===== config.mk =====
export PLATFORM = sky130hd
export DESIGN_NAME = fp_accumulator
export DESIGN_NICKNAME = d
export VERILOG_FILES = /design/src/rtl/fp_accumulator.sv
export SDC_FILE = /design/constraint.sdc
export NUM_CORES = 1
export LEC_CHECK = 0
export BUFFER_PORTS_ARGS = -buffer_cell sky130_fd_sc_hd__buf_4
export CORE_MARGIN = 2
export CORE_UTILIZATION = 25
export DETAILED_ROUTE_END_ITERATION = 6
export GPL_ROUTABILITY_DRIVEN = 0
export GPL_TIMING_DRIVEN = 0
export HOLD_SLACK_MARGIN = 0.05
export PLACE_DENSITY = 0.43
export SYNTH_ARGS = -nofsm -noshare
export SYNTH_HDL_FRONTEND = slang
export SYNTH_SLANG_ARGS = --single-unit
export TNS_END_PERCENT = 1

===== constraint.sdc =====
create_clock -name clk -period 46.6 [get_ports clk]
set_input_delay 2.33 -clock clk [delete_from_list [all_inputs] [get_ports clk]]
set_output_delay 2.33 -clock clk [all_outputs]
set_load 0.03 [all_outputs]

===== src/rtl/fp_accumulator.sv =====
// Streaming binary32 accumulator around a truncating add_sub core.
// Define FP_ACC_SAT_EN to saturate arithmetic overflow to max finite instead of infinity.

module add_sub (
    input  logic [31:0] a,
    input  logic [31:0] b,
    input  logic        sub,
    output logic [31:0] y
);
    logic        b_sign, swap, eff_sub, rs, sticky;
    logic [7:0]  ex, ez, d, ry;
    logic [23:0] mx, mz;
    logic [26:0] mz_ext, mz_sh, norm;
    logic [27:0] sum;
    logic [4:0]  lz;
    logic [22:0] rf;
    logic        unused_bits;

    assign b_sign  = b[31] ^ sub;
    assign swap    = b[30:0] > a[30:0];
    assign ex      = swap ? b[30:23] : a[30:23];
    assign ez      = swap ? a[30:23] : b[30:23];
    assign mx      = {1'b1, swap ? b[22:0] : a[22:0]};
    assign mz      = {1'b1, swap ? a[22:0] : b[22:0]};
    assign rs      = swap ? b_sign : a[31];
    assign eff_sub = a[31] ^ b_sign;
    assign d       = ex - ez;
    assign mz_ext  = {mz, 3'b000};

    // Guard/round/sticky keep the truncated result identical to truncating the exact sum.
    always_comb begin
        sticky = |(mz_ext & ~({27{1'b1}} << d));
        mz_sh  = (mz_ext >> d) | {26'd0, sticky};
        sum    = eff_sub ? ({1'b0, mx, 3'b000} - {1'b0, mz_sh})
                         : ({1'b0, mx, 3'b000} + {1'b0, mz_sh});
    end

    always_comb begin
        lz = 5'd0;
        for (int i = 0; i <= 26; i++) begin
            if (sum[i]) lz = 5'(26 - i);
        end
        norm = sum[26:0] << lz;
        if (sum[27]) begin
            ry = ex + 8'd1;
            rf = sum[26:4];
        end else begin
            ry = ex - {3'b000, lz};
            rf = norm[25:3];
        end
        y = {rs, ry, rf};
    end

    assign unused_bits = ^{norm[26], norm[2:0]};
endmodule

module fp_accumulator #(
    parameter int CNT_W = 16
) (
    input  logic             clk,
    input  logic             rst,
    input  logic             in_valid,
    output logic             in_ready,
    input  logic [31:0]      in_data,
    input  logic             in_sub,
    input  logic             in_last,
    output logic             out_valid,
    input  logic             out_ready,
    output logic [31:0]      out_data,
    output logic [CNT_W-1:0] out_count,
    output logic [2:0]       out_flags
);
    localparam logic [1:0] IDLE  = 2'd0;
    localparam logic [1:0] ACCUM = 2'd1;
    localparam logic [1:0] HOLD  = 2'd2;
`ifdef FP_ACC_SAT_EN
    localparam logic SAT_EN = 1'b1;
`else
    localparam logic SAT_EN = 1'b0;
`endif

    logic [1:0]       state;
    logic [31:0]      acc, acc_next, sum, s_op;
    logic [CNT_W-1:0] cnt, cnt_next;
    logic [2:0]       flags, flags_next;
    logic [7:0]       op_exp, acc_exp, sum_exp, big_exp;
    logic             take, eff_sub;

    add_sub u_add_sub (.a(acc), .b(in_data), .sub(in_sub), .y(sum));

    assign in_ready = (state != HOLD);
    assign take     = in_valid && in_ready;
    assign op_exp   = in_data[30:23];
    assign acc_exp  = acc[30:23];
    assign sum_exp  = sum[30:23];
    assign big_exp  = (acc_exp > op_exp) ? acc_exp : op_exp;
    assign s_op     = {in_data[31] ^ in_sub, in_data[30:0]};
    assign eff_sub  = acc[31] ^ in_data[31] ^ in_sub;

    // Special operands are resolved here; add_sub only ever sees two normal values.
    always_comb begin
        acc_next   = acc;
        flags_next = flags;
        cnt_next   = (cnt == '1) ? cnt : cnt + 1'b1;
        if (state == IDLE) begin
            cnt_next   = CNT_W'(1);
            flags_next = 3'b000;
            if (op_exp == 8'h00) begin
                acc_next      = 32'd0;
                flags_next[2] = 1'b1;
            end else begin
                acc_next = s_op;
                if (op_exp == 8'hFF) flags_next[1] = 1'b1;
            end
        end else if (op_exp == 8'h00) begin
            flags_next[2] = 1'b1;
        end else if (op_exp == 8'hFF) begin
            acc_next      = s_op;
            flags_next[1] = 1'b1;
        end else if (acc_exp == 8'hFF) begin
            acc_next = acc;
        end else if (acc_exp == 8'h00) begin
            acc_next = s_op;
        end else if (eff_sub && (acc[30:0] == in_data[30:0])) begin
            acc_next      = 32'd0;
            flags_next[0] = 1'b1;
        end else if (!eff_sub && ((sum_exp == 8'hFF) || (sum_exp < big_exp))) begin
            flags_next[1] = 1'b1;
            acc_next      = SAT_EN ? {acc[31], 31'h7F7FFFFF} : {acc[31], 8'hFF, 23'd0};
        end else begin
            acc_next = sum;
        end
    end

    always_ff @(posedge clk or posedge rst) begin
        if (rst) begin
            state     <= IDLE;
            acc       <= 32'd0;
            cnt       <= '0;
            flags     <= 3'b000;
            out_valid <= 1'b0;
            out_data  <= 32'd0;
            out_count <= '0;
            out_flags <= 3'b000;
        end else if (state == HOLD) begin
            if (out_ready) begin
                state     <= IDLE;
                out_valid <= 1'b0;
            end
        end else if (take) begin
            acc   <= acc_next;
            cnt   <= cnt_next;
            flags <= flags_next;
            if (in_last) begin
                state     <= HOLD;
                out_valid <= 1'b1;
                out_data  <= acc_next;
                out_count <= cnt_next;
                out_flags <= flags_next;
            end else begin
                state <= ACCUM;
            end
        end
    end
endmodule

==> results.md <==
- Clk Latency, worst-skew pair: 360 ps
- Final critical-path share of the clock period: 0.472
- Post-DR wirelength/cell: 25.2 um
- Ys async rst share: 1.00
- Die W: 258 um
- Worst slew pin tran: 1470 ps
- Synth area leader: dfrtp_1
- DR DRC count: 0
- Req. time, crit path: 46820 ps
- Post-synth EDFFs: 0
- Main synth FF type: dfrtp_1
- CTS tree: yes
- RSZ-0062 raised after global routing: false
- Hold Path Stages: 1
- R2R cell count: 70
- First-pass GRT wire length: 121000 um
- Yosys Warn Count: 0
- 1st-iter DRT viols: 2437
- Syn_nets: 2412
- CTS root buf: clkbuf_16
- Vias per Instance: 5.92
- Synth Cell Area: 0.0162 mm^2
- CTS buffer count: 9
- Number of synthesized register bits: 105
- CTS-repair resized insts: 0
- CP max FO: 10
- Placed insts: 3215
- Die Y: 258 um
- Crit path kind: input pin to register
- Worst Hold Class: register to register
- Max transition margin: 0.0162
- Final Hold Viols: 0
- Final min period: 21990 ps
- Ant. Diodes: 0
- Post-Syn Instances: 2269
- Critical Path Max Stage Delay: 1120 ps
- Crit path DAT: 22210 ps
- DP HPWL: 66000 um
- Die area: 0.0668 mm^2
- CTS sink cnt: 105
- Post-DRT Antenna Nets: 0
- Core box area: 0.0642 mm^2
- Commonest cells after routing, fill and taps aside: nand2_1, nor2_1, a21oi_1, o21ai_0, clkbuf_1
- Io pins: 91
- Hold-fix buffers, CTS: 0
- Layout Skew: 15.3 ps
- Worst path most repeated cell: a21oi_1
- Layout cells sized above 1: 0.0955
- Vias post-DR: 19100
- Num rows: 93
- Synth top area share: 0.162
- Final Max Slew Viols: 0
- Final wirelength: 81400 um
- Slowest cell on crit path: a211oi_1
- Crit. End Element: register
- Synth area leaders: dfrtp_1, ha_1, mux2i_1, nand2_1, a21oi_1
- Library cells used by synthesis: 110
- Initial Utilization: 0.252
- Grt ovf: 0
- Htree depth: 3
- Pre-antenna DRT Iters: 6
- Area growth syn-to-layout: 13.1%
- Post-CTS setup buffer count: 0
- Layout net count: 2514
- Vias in the first global route: 18300
- Reg clk slew, reported paths: 80 ps
- Status: finished clean
- Global Route Usage Sum: 0.237
- Commonest non-fill, non-tap cell in the layout: nand2_1
- Buffers on Ports: 90
- Setup TNS: 0 ps
- Final Setup Violations: 0
- Synthesized area per cell: 7.14 um^2
- MaxCap Viol Count: 0
- Initial antenna violation count: 0
- Seq/Total Area, Yosys: 0.162
- CTS Buffer Depth: 2
- F_max: 45.5 MHz
- Largest net degree at the start of global routing: 65
- Startpoint types: input pin
- Finished Layout Cells: 3231
[cell families (layout without fill, tap and decap cells)]
kind of cell,Yosys count,count (layout),synth area share
XOR/XNOR,43,43,0.0237
AND/OR/NAND/NOR,802,802,0.233
multiplexers,152,152,0.103
flip-flops,105,105,0.162
adder cells (fa/ha/maj),106,106,0.0827
buffers and inverters,274,381,0.0680
AO/OA/AOI/OAI,787,787,0.327
[routing by layer]
| layer | up-vias | global-route usage | wire length [um] |
|---|---|---|---|
| met5 | - | 0 | 0 |
| met4 | 0 | 0.105 | 3970 |
| met3 | 191 | 0.0325 | 6230 |
| met2 | 999 | 0.376 | 36100 |
| met1 | 9311 | 0.319 | 35100 |
| li1 | 8635 | - | - |
[state kept, by name (all words and copies together) (netlist names)]
name and cells:
acc 32, cnt 16, flags 3, out_count 16, out_data 32, out_flags 3
out_valid 1, state 2
[final cells by class]
cell class | count | area, um^2
Buffer | 156 | 656
Clock buffer | 13 | 270
Clock inverter | 3 | 68.8
Fill cell | 7187 | 45900
Inverter | 118 | 448
Multi-Input combinational cell | 1890 | 12500
Sequential cell | 105 | 2630
Tap cell | 855 | 1070
Timing Repair Buffer | 91 | 703
[Yosys cell counts, drive strengths merged, types with 34 or more instances]
master	number
clkbuf	118
buf	38
o31ai	42
inv	117
a211oi	34
nand2	284
dfrtp	105
a21oi	182
nor2	202
o211ai	35
mux2	37
mux2i	107
nor3	60
ha	103
a31oi	40
o21ai	197
nand3	63
[per-stage QoR]
| stage | utilization | hold slack [ps] | setup WS, ps | instance area [um^2] |
|---|---|---|---|---|
| 3_5_place_dp | 0.280 | 472 | 24680 | 18000 |
| 5_1_grt | 0.285 | 507 | 23510 | 18300 |
| 6_report | 0.285 | 487 | 24610 | 18300 |
| 4_1_cts | 0.285 | 489 | 24980 | 18300 |
| 2_1_floorplan | - | 445 | 29640 | 16200 |
| 3_3_place_gp | 0.279 | 461 | 24580 | 17900 |
[worst max-delay path: cells and delay by family]
family / cells / cell delay (ps)
fa+ha+maj: 7 / 2080
compound gates: 31 / 8450
mux: 1 / 170
simple gates: 11 / 2470
xor+xnor: 3 / 720
buf+inv: 17 / 5930
[final timing paths]
| check | from | end | slack (ps) |
|---|---|---|---|
| setup / recovery | in_data[29] | acc[8] | 24610 |
| hold / removal | out_count[11] | out_count[11] | 490 |
| setup reg to reg | acc[11] | acc[8] | 26290 |
| hold reg to reg | out_count[11] | out_count[11] | 490 |
| max in group asynchronous | rst | acc[18] | 43760 |
| min in group asynchronous | rst | out_count[1] | 2120 |
Power is not shown: default switching activity piles up to over one toggle a cycle in this logic, so the estimate is an artifact.
